### config.mk
export PLATFORM = sky130hd
export DESIGN_NAME = huffman_code_ctrl_flat
export DESIGN_NICKNAME = d
export VERILOG_FILES = /design/src/rtl/huffman_code_ctrl_if.sv /design/src/rtl/huffman_code_ctrl.sv /design/src/flat_wrapper.sv
export SDC_FILE = /design/constraint.sdc
export NUM_CORES = 1
export LEC_CHECK = 0
export CAP_MARGIN = 20
export CORE_ASPECT_RATIO = 0.7
export CORE_UTILIZATION = 25
export CTS_CLUSTER_DIAMETER = 120
export CTS_CLUSTER_SIZE = 40
export DETAILED_ROUTE_END_ITERATION = 8
export REMOVE_ABC_BUFFERS = 1
export SYNTH_ARGS = -nofsm -noshare
export SYNTH_HDL_FRONTEND = slang
export SYNTH_SLANG_ARGS = --single-unit
export TNS_END_PERCENT = 10
### constraint.sdc
create_clock -name clk -period 5.25 [get_ports clk]
set_clock_uncertainty 0.2 [all_clocks]
set_input_delay 0.7875 -clock clk [delete_from_list [all_inputs] [get_ports clk]]
set_output_delay 0.7875 -clock clk [all_outputs]
set_load 0.005 [all_outputs]
### src/rtl/huffman_code_ctrl_if.sv
// ------------------------------------------------------------------
// huffman_code_ctrl_if: start/count/code bundle for huffman_code_ctrl
// Rev 1.0
// ------------------------------------------------------------------
`default_nettype none

interface huffman_code_ctrl_if #(
  parameter int CW = 8
);
  logic          start;
  logic [CW-1:0] CNT1, CNT2, CNT3, CNT4, CNT5, CNT6;
  logic          busy;
  logic          code_valid;
  logic [7:0]    HC1, HC2, HC3, HC4, HC5, HC6;
  logic [7:0]    M1, M2, M3, M4, M5, M6;

  modport master (
    output start, CNT1, CNT2, CNT3, CNT4, CNT5, CNT6,
    input  busy, code_valid, HC1, HC2, HC3, HC4, HC5, HC6,
    input  M1, M2, M3, M4, M5, M6
  );

  modport slave (
    input  start, CNT1, CNT2, CNT3, CNT4, CNT5, CNT6,
    output busy, code_valid, HC1, HC2, HC3, HC4, HC5, HC6,
    output M1, M2, M3, M4, M5, M6
  );
endinterface

`default_nettype wire

### src/rtl/huffman_code_ctrl.sv
// ------------------------------------------------------------------
// huffman_code_ctrl: 5-round Huffman merge sequencer, one group scanned per cycle
// Rev 1.0
// ------------------------------------------------------------------
`default_nettype none

module huffman_code_ctrl #(
  parameter int CW = 8
) (
  input  wire logic            clk,
  input  wire logic            reset,
  huffman_code_ctrl_if.slave   bus
);

  localparam int         WW         = CW + 3;
  localparam int         NS         = 6;
  localparam logic [2:0] LAST_IDX   = 3'd5;
  localparam logic [2:0] LAST_ROUND = 3'd4;

  typedef enum logic [2:0] {
    IDLE  = 3'd0,
    LOAD  = 3'd1,
    SCAN  = 3'd2,
    MERGE = 3'd3,
    DONE  = 3'd4
  } state_t;

  state_t          state, state_nx;
  logic [2:0]      idx, round;
  logic [WW-1:0]   w   [NS];
  logic [NS-1:0]   active;
  logic [2:0]      g   [NS];
  logic [7:0]      c   [NS];
  logic [2:0]      len [NS];
  logic [2:0]      min1, min2;
  logic [WW-1:0]   min1_w, min2_w;
  logic [7:0]      hc  [NS];
  logic [7:0]      m   [NS];
  logic            code_valid_r;

  logic [CW-1:0]   cnt    [NS];
  logic [7:0]      c_nx   [NS];
  logic [2:0]      len_nx [NS];
  logic [2:0]      g_nx   [NS];
  logic [2:0]      lo_id, hi_id;
  logic [WW-1:0]   w_sum;

  assign cnt[0] = bus.CNT1;
  assign cnt[1] = bus.CNT2;
  assign cnt[2] = bus.CNT3;
  assign cnt[3] = bus.CNT4;
  assign cnt[4] = bus.CNT5;
  assign cnt[5] = bus.CNT6;

  always_ff @(posedge clk or negedge reset) begin
    if (!reset) state <= IDLE;
    else        state <= state_nx;
  end

  always_comb begin
    state_nx = state;
    unique case (state)
      IDLE:    if (bus.start) state_nx = LOAD;
      LOAD:    state_nx = SCAN;
      SCAN:    if (idx == LAST_IDX) state_nx = MERGE;
      MERGE:   state_nx = (round == LAST_ROUND) ? DONE : SCAN;
      DONE:    state_nx = IDLE;
      default: state_nx = IDLE;
    endcase
  end

  // The surviving group keeps the lower id, so a group id is always its lowest member.
  assign lo_id = (min1 < min2) ? min1 : min2;
  assign hi_id = (min1 < min2) ? min2 : min1;
  assign w_sum = w[min1] + w[min2];

  always_comb begin
    for (int n = 0; n < NS; n++) begin
      c_nx[n]   = c[n];
      len_nx[n] = len[n];
      g_nx[n]   = g[n];
      if (g[n] == min1) begin
        c_nx[n]   = c[n] | (8'd1 << len[n]);
        len_nx[n] = len[n] + 3'd1;
        g_nx[n]   = lo_id;
      end else if (g[n] == min2) begin
        len_nx[n] = len[n] + 3'd1;
        g_nx[n]   = lo_id;
      end
    end
  end

  always_ff @(posedge clk or negedge reset) begin
    if (!reset) begin
      idx          <= '0;
      round        <= '0;
      active       <= '0;
      min1         <= '0;
      min2         <= '0;
      min1_w       <= '0;
      min2_w       <= '0;
      code_valid_r <= 1'b0;
      for (int n = 0; n < NS; n++) begin
        w[n]   <= '0;
        g[n]   <= '0;
        c[n]   <= '0;
        len[n] <= '0;
        hc[n]  <= '0;
        m[n]   <= '0;
      end
    end else begin
      code_valid_r <= 1'b0;
      case (state)
        IDLE: if (bus.start) begin
          for (int n = 0; n < NS; n++) begin
            w[n]   <= WW'(cnt[n]);
            g[n]   <= 3'(n);
            c[n]   <= '0;
            len[n] <= '0;
            hc[n]  <= '0;
            m[n]   <= '0;
          end
          active <= '1;
          round  <= '0;
        end
        LOAD: begin
          idx    <= '0;
          min1_w <= '1;
          min2_w <= '1;
        end
        SCAN: begin
          if (active[idx]) begin
            if (w[idx] < min1_w) begin
              min2   <= min1;
              min2_w <= min1_w;
              min1   <= idx;
              min1_w <= w[idx];
            end else if (w[idx] < min2_w) begin
              min2   <= idx;
              min2_w <= w[idx];
            end
          end
          idx <= idx + 3'd1;
        end
        MERGE: begin
          for (int n = 0; n < NS; n++) begin
            c[n]   <= c_nx[n];
            len[n] <= len_nx[n];
            g[n]   <= g_nx[n];
          end
          w[lo_id]      <= w_sum;
          active[hi_id] <= 1'b0;
          round         <= round + 3'd1;
          idx           <= '0;
          min1_w        <= '1;
          min2_w        <= '1;
          // Capture the last merge's result so HC/M and code_valid appear during DONE.
          if (round == LAST_ROUND) begin
            code_valid_r <= 1'b1;
            for (int n = 0; n < NS; n++) begin
              hc[n] <= c_nx[n];
              m[n]  <= (8'd1 << len_nx[n]) - 8'd1;
            end
          end
        end
        default: ;
      endcase
    end
  end

  assign bus.busy       = (state != IDLE);
  assign bus.code_valid = code_valid_r;
  assign bus.HC1 = hc[0];
  assign bus.HC2 = hc[1];
  assign bus.HC3 = hc[2];
  assign bus.HC4 = hc[3];
  assign bus.HC5 = hc[4];
  assign bus.HC6 = hc[5];
  assign bus.M1  = m[0];
  assign bus.M2  = m[1];
  assign bus.M3  = m[2];
  assign bus.M4  = m[3];
  assign bus.M5  = m[4];
  assign bus.M6  = m[5];

endmodule

`default_nettype wire

### src/flat_wrapper.sv
// flat-port wrapper written by rule: the top's interface ports become plain ports
module huffman_code_ctrl_flat 
#(
  parameter int CW = 8
)
  (clk, reset, bus_start, bus_CNT1, bus_CNT2, bus_CNT3, bus_CNT4, bus_CNT5, bus_CNT6, bus_busy, bus_code_valid, bus_HC1, bus_HC2, bus_HC3, bus_HC4, bus_HC5, bus_HC6, bus_M1, bus_M2, bus_M3, bus_M4, bus_M5, bus_M6);
  huffman_code_ctrl_if #(.CW(CW)) bus_i ();
  input  wire logic clk;
  input  wire logic reset;
  input wire logic [$bits(bus_i.start)-1:0] bus_start;
  input wire logic [$bits(bus_i.CNT1)-1:0] bus_CNT1;
  input wire logic [$bits(bus_i.CNT2)-1:0] bus_CNT2;
  input wire logic [$bits(bus_i.CNT3)-1:0] bus_CNT3;
  input wire logic [$bits(bus_i.CNT4)-1:0] bus_CNT4;
  input wire logic [$bits(bus_i.CNT5)-1:0] bus_CNT5;
  input wire logic [$bits(bus_i.CNT6)-1:0] bus_CNT6;
  output wire logic [$bits(bus_i.busy)-1:0] bus_busy;
  output wire logic [$bits(bus_i.code_valid)-1:0] bus_code_valid;
  output wire logic [$bits(bus_i.HC1)-1:0] bus_HC1;
  output wire logic [$bits(bus_i.HC2)-1:0] bus_HC2;
  output wire logic [$bits(bus_i.HC3)-1:0] bus_HC3;
  output wire logic [$bits(bus_i.HC4)-1:0] bus_HC4;
  output wire logic [$bits(bus_i.HC5)-1:0] bus_HC5;
  output wire logic [$bits(bus_i.HC6)-1:0] bus_HC6;
  output wire logic [$bits(bus_i.M1)-1:0] bus_M1;
  output wire logic [$bits(bus_i.M2)-1:0] bus_M2;
  output wire logic [$bits(bus_i.M3)-1:0] bus_M3;
  output wire logic [$bits(bus_i.M4)-1:0] bus_M4;
  output wire logic [$bits(bus_i.M5)-1:0] bus_M5;
  output wire logic [$bits(bus_i.M6)-1:0] bus_M6;
  assign bus_i.start = bus_start;
  assign bus_i.CNT1 = bus_CNT1;
  assign bus_i.CNT2 = bus_CNT2;
  assign bus_i.CNT3 = bus_CNT3;
  assign bus_i.CNT4 = bus_CNT4;
  assign bus_i.CNT5 = bus_CNT5;
  assign bus_i.CNT6 = bus_CNT6;
  assign bus_busy = bus_i.busy;
  assign bus_code_valid = bus_i.code_valid;
  assign bus_HC1 = bus_i.HC1;
  assign bus_HC2 = bus_i.HC2;
  assign bus_HC3 = bus_i.HC3;
  assign bus_HC4 = bus_i.HC4;
  assign bus_HC5 = bus_i.HC5;
  assign bus_HC6 = bus_i.HC6;
  assign bus_M1 = bus_i.M1;
  assign bus_M2 = bus_i.M2;
  assign bus_M3 = bus_i.M3;
  assign bus_M4 = bus_i.M4;
  assign bus_M5 = bus_i.M5;
  assign bus_M6 = bus_i.M6;
  huffman_code_ctrl #(.CW(CW)) u_core (.clk(clk), .reset(reset), .bus(bus_i));
endmodule
* Word-level counts from Yosys, hierarchy flattened
Cells that the tools add are included.
** Word-level totals
- Bits in registers :: 290
- Input port bits :: 51
- Output and inout bits :: 98
- Word-level logic and storage cells :: 225
** Operators by class
- $add $sub $neg :: 15
- $lt $le $gt $ge :: 11
- Eq/ne operators :: 29
- Shifts and indexed selects :: 12
- Multiplexer cells :: 80
- Bitwise gates (word level) :: 12
- Reductions and logical operators :: 21
** Operator list (number)
- $pmux W48 S2 :: 3
- $mux W48 :: 3
- $mux W11 :: 12
- $pmux W66 S2 :: 1
- $bmux W11 S3 :: 3
- $mux W3 :: 32
- $shl A1 B3 Y8 const A :: 12
- $pmux W18 S2 :: 2
- $bwmux W66 :: 1
- $mux W66 :: 1
- $mux W8 :: 6
- $or A8 B8 Y8 :: 6
- $sub A8 B1 Y8 const B :: 6
- $pmux W11 S2 :: 2
- $eq A3 B3 Y1 :: 12
- $mux W18 :: 2
- $demux W11 S3 :: 1
- $reduce_and A3 Y1 :: 11
- $add A3 B1 Y3 const B :: 8
- $lt A11 B11 Y1 :: 2
- $ne A3 B1 Y1 const B :: 7
- $ge A4 B4 Y1 const B :: 4
- $not A3 Y4 :: 4
- $pmux W3 S2 :: 2
- other kinds (24) :: 37

* Logic depth before layout (Yosys ltp)
- Word-level depth :: 9
- Gate-level depth with buffers :: 16
- Gate-level depth less buffers :: 12

* Worst setup path before layout
Ideal clock, no wire load.
- Path type :: register to register
- Start :: reg u_core.idx[0]
- End :: reg u_core.min2_w[6]
- Library setup time :: 0.116 ns
- Data arrival time :: 4.165 ns
- Data required time :: 4.934 ns
- Slack :: 0.769 ns
- Cell stages (with the launch flop) :: 17
- Buffers on the path :: 5
- Period minus slack after synthesis :: 4.481 ns
- Cell sequence :: dfrtp_1 -> buf_6 -> buf_1 -> clkbuf_1 -> mux2i_1 -> nor2_1 -> a21oi_1 -> inv_1 -> ha_1 -> a21o_1 -> a221o_1 -> a221o_1 -> clkbuf_1 -> nor2_1 -> clkbuf_1 -> nor2_1 -> o311ai_0
** On the way
- Word-level cells in the longest chain between the ends :: 8
- Elaborated cells between the ends (all ways) :: 15
- Those cells by class :: 2 x order compare; 2 x eq/ne; 9 x mux; 1 x bitwise; 1 x reduce/logical
** Ends and longest elaborated chain
- start: declaration :: line huffman_code_ctrl.sv:29 : logic [2:0] idx, round;
- start signal: assignment :: line huffman_code_ctrl.sv:143 : idx <= idx + 3'd1;
- $not A3 Y4 (not written as such) :: line huffman_code_ctrl.sv:133, huffman_code_ctrl.sv:138, huffman_code_ctrl.sv:140
- $bmux W11 S3 :: line huffman_code_ctrl.sv:133, huffman_code_ctrl.sv:138, huffman_code_ctrl.sv:140
- $mux W11 (not written as such) (2 in series) :: line huffman_code_ctrl.sv:133, huffman_code_ctrl.sv:138, huffman_code_ctrl.sv:140
- $lt A11 B11 Y1 / $mux W11 (equally long branches) :: line huffman_code_ctrl.sv:133, huffman_code_ctrl.sv:138
- $mux W11 :: line huffman_code_ctrl.sv:133 : if (w[idx] < min1_w) begin
- $mux W11 :: line huffman_code_ctrl.sv:132 : if (active[idx]) begin
- $pmux W11 S2 :: line huffman_code_ctrl.sv:113 : case (state)
- end signal: assignment :: line huffman_code_ctrl.sv:135 : min2_w <= min1_w;
- end signal: assignment :: line huffman_code_ctrl.sv:140 : min2_w <= w[idx];
- end: declaration :: line huffman_code_ctrl.sv:36 : logic [WW-1:0] min1_w, min2_w;
Several ways; a longest one is shown, not always the timed one. The select of a mux whose other input is x is not followed.
A chain may end at the register's enable or synchronous reset.

* Worst setup path in the final report
- Start :: reg u_core.min2[1]
- End :: reg u_core.w[20] (netlist name)
** On the way
- Word-level cells in the longest chain between the ends :: 9
- Elaborated cells between the ends (all ways) :: 15
- Those cells by class :: 1 x add/sub; 3 x order compare; 8 x mux; 2 x bitwise; 1 x reduce/logical
** Ends and longest elaborated chain
- start: declaration :: line huffman_code_ctrl.sv:35 : logic [2:0] min1, min2;
- start signal: assignment :: line huffman_code_ctrl.sv:134 : min2 <= min1;
- start signal: assignment :: line huffman_code_ctrl.sv:139 : min2 <= idx;
- $lt A3 B3 Y1 :: line huffman_code_ctrl.sv:73 : assign lo_id = (min1 < min2) ? min1 : min2;
- $mux W3 :: line huffman_code_ctrl.sv:73
- $not A3 Y4 (not written as such) :: line huffman_code_ctrl.sv:151 : w[lo_id] <= w_sum;
- $ge A4 B4 Y1 (not written as such) / $lt A4 B1 Y1 (equally long branches) :: line huffman_code_ctrl.sv:151
- $logic_and A1 B1 Y1 (not written as such) :: line huffman_code_ctrl.sv:151
- $mux W11 (not written as such) :: line huffman_code_ctrl.sv:151
- $demux W11 S3 :: line huffman_code_ctrl.sv:151
- $bwmux W66 (*) :: line huffman_code_ctrl.sv:151
- $pmux W66 S2 (*) :: line huffman_code_ctrl.sv:113
- end signal: indexed assignment :: line huffman_code_ctrl.sv:116 : w[n] <= WW'(cnt[n]);
- end signal: indexed assignment :: line huffman_code_ctrl.sv:151
- end: declaration :: line huffman_code_ctrl.sv:30 : logic [WW-1:0] w [NS];
Mark *: on every way between the ends. The rest lies on a longest branch, timed or not. The select of a mux whose other input is x is not followed.

==> results.yml <==
floorplanning:
  fp.dieH_um: 218
  die_x_um: 311
  ioPinCount: 149
  rows: 78
  die-area_sq_um: 67800
  start_util_pct: 25.5
  core_area_sq_um: 65400
detailed_routing:
  drc: 0
  ant_nets: 0
  wire_per_inst_um: 20.0
  num_vias: 14500
  drtIter0Drc: 1386
  viasPerCell: 5.24
  totalWireLength_um: 55200
  drt_pass1_iterations: 6
worst_setup_path:
  r2r_slack_ps: 830
  critPathSlowestCell: "dfrtp_1"
  start_kind: "flip-flop"
  cp_common_cell: "o21ai_0"
  cp_cell_sequence: "nand2b_1 > nor2_1 > a21oi_1 > inv_1 > ha_1 > a21o_1 > and4_1 > o21ai_0 > a2111oi_0 > nor3_1 > o21ai_0"
  r2r-start: "u_core.min2[1]"
  end_kind: "flip-flop"
  rr_endpoint: "u_core.w[20]"
  reg2reg_depth: 11
  cp_max_fo: 17
  arrival_ps: 4620
  endpoint: "u_core.w[20]"
  cpPeakStageDelay_ps: 940
  critPathLaunch: "u_core.min2[1]"
  cp.required_ps: 5460
  crit_type: "flip-flop to flip-flop"
placement:
  gp_congestion: 0.943
  io_buffers: 148
  place_area_sq_um: 19300
  hpwl_um: 39900
layout:
  finalInstanceArea_sq_um: 19600
  n_antenna_cell: 0
  syn2layout_area_growth_pct: 17.5
  nets: 2010
  drive_above_1_share_pct: 7.55
  fillers: 6828
pwr:
  netSwitchingFraction_pct: 49.9
  total_power_uw: 14700
  pwr-share-comb_pct: 64.4
  power_frac_seq_pct: 27.7
  ir_drop_uv: 417
  leakage_uw: 0.00845
  p_int_uw: 7370
  power.switching_uw: 7360
  clock_power_share_pct: 7.9
  p_per_area_nw_per_um2: 751
clocking:
  htree_levels: 1
  numCtsBuffers: 11
  postCtsSetupRepairBufs: 0
  postCtsHoldBufs: 0
  clock_sinks: 290
  cts-root-buf: "clkbuf_16"
  ctsResizeCount: 0
  clk_latency_ps: 540
  clk_pin_slew_ps: 160
  clockBufferDepth: 3
  cts_tree: "yes"
sta:
  slew_headroom_pct: 34.2
  finalCritPeriodShare_pct: 84.2
  hold_violations: 0
  fmax_mhz: 226
  rsz0062_at_grt: "false"
  finalSetupViolations: 0
  fin_crit_ps: 4420
  worst_slew_pin_slew_ps: 976
  drv_slew: 0
synth:
  syn_inst: 1783
  netlist_area_sq_um: 16700
  synth_enable_flop_cells: 0
  synth.distinct_cells: 69
  synth_area_per_cell_sq_um: 9.36
  synth.area.top_cells: "dfrtp_1, ha_1, o21ai_0"
  synthDominantCellAreaShare_pct: 43.5
  async_flop_share_pct: 100
  synth_seq_cells: 290
  ys_seq_area_share_pct: 43.5
  ys_warn_count: 0
  synth_top_cell_by_area: "dfrtp_1"
  ys.flop_type: "dfrtp_1"
global_route:
  antenna_found_initial: 0
  grt_pass1_vias: 14200
  grt_pass1_wl_um: 85700
  grt_max_degree: 110
  grt_usage_pct: 16.0
  grt-ovfl-total: 0
status:
  status: "completed"
hold_path:
  hold_class: "primary input to asynchronous set/reset pin"
job:
  drv_cap: 0
critical path: cells and delay by family, from the launching register on:
family	cells	cell delay, ps
AND/OR/NAND/NOR	4	1560
AO/OA/AOI/OAI	5	1190
flip-flops	1	940
adder cells (fa/ha/maj)	1	300
buffers and inverters	1	80
metal layers:
| layer | part of all wire (%) | vias to the layer above | track usage (%) |
|---|---|---|---|
| met3 | 7.7 | 65 | 3.99 |
| met1 | 49 | 7249 | 23.8 |
| li1 | - | 6635 | - |
| met4 | 1.8 | 0 | 2.74 |
| met5 | 0 | - | 0 |
| met2 | 42 | 531 | 23.4 |
synthesized netlist by cell type (all sizes together), types with 5 or more instances:
master   count
ha          80
nor2       115
xor2        22
nor3        58
o311ai       8
buf         23
mux2        14
a211oi      14
a41oi        6
o31ai       24
or3          6
clkbuf      97
a31oi       52
nand2      210
and2         9
nand2b       9
o21ai      190
o2111ai      6
or4          5
mux4        34
or2          7
o211ai      15
mux2i       49
a32oi        8
a21o        12
nor4         5
and3        21
a22o        24
xnor2       27
a2bb2oi     24
inv         76
dfrtp      290
nor2b        5
a211o        5
a21oi      117
nand3       61
logic make-up after synthesis:
| family | count (synthesis) | share of synthesized area (%) |
|---|---|---|
| simple gates | 525 | 14.1 |
| xor+xnor | 49 | 2.57 |
| mux | 97 | 8.47 |
| compound gates | 543 | 20.6 |
| fa+ha+maj | 81 | 6.12 |
| buf+inv | 198 | 4.60 |
| flops | 290 | 43.5 |
cell type report:
| type | count | area, sq um | share of cell area [%] |
|---|---|---|---|
| flip-flops and latches | 290 | 7260 | 37.0 |
| multi-input cells | 1295 | 8670 | 44.2 |
| repair buffers | 202 | 1950 | 9.97 |
| clock inverters | 3 | 40.0 | 0.204 |
| well taps | 880 | 1100 | 5.62 |
| inverters | 78 | 293 | 1.49 |
| clock buffers | 13 | 283 | 1.44 |
layout by cell type, fill, tap and decap left out, types with 7 or more instances in the layout:
cell / instances
clkbuf_16: 11
o21ai_0: 186
nor2_1: 113
o211ai_1: 15
nand2_1: 209
clkdlybuf4s50_1: 147
a21o_1: 12
buf_4: 49
nand3_1: 61
xnor2_1: 27
and3_1: 21
mux2_2: 14
a32oi_1: 8
nand2b_1: 9
and2_1: 7
inv_1: 76
a22o_1: 24
nor3_1: 58
dfrtp_1: 288
o31ai_1: 24
ha_1: 80
mux4_2: 34
a211oi_1: 14
a2bb2oi_1: 24
a31oi_1: 52
xor2_1: 22
a21oi_1: 117
mux2i_1: 49
registers in the layout, summed over array words and instances, names as in the netlist, 11 cells and up:
name and flops:
u_core.min2_w 11, u_core.min1_w 11, u_core.g 18, u_core.w 66
u_core.len 18, u_core.c 48
power groups by stage:
stage                     sequential (uW)  combinational, uW  clock [uW]
after floorplan                      3920               6060           0
after global placement               4080               9150           0
after detailed placement             4100               9330           0
after CTS                            4060               9390        1210
after global routing                 4200              10400        1290
final                                4080               9480        1170
worst min-delay path by stage:
stage	end	slack, ps	depth (start not counted)
floorplan	u_core.c[12]	260	2
global placement	u_core.bus.HC1[4]	270	2
detailed placement	u_core.bus.HC5[4]	270	2
CTS	u_core.bus.M1[7]	130	1
global route	u_core.bus.M1[7]	130	1
finish	u_core.bus.M1[7]	70	1
through the flow:
stage	hold WS, ps	TNS, ps	worst slack [ps]	utilization, %	std cells
5_1_grt	130	0	495	30.0	2761
4_1_cts	127	0	839	30.0	2761
6_report	68.5	0	831	30.0	2761
3_3_place_gp	267	0	979	29.5	2745
2_1_floorplan	263	-238	-59.5	-	1663
3_5_place_dp	273	0	950	29.5	2745
Power figures use the tool's default switching activity.
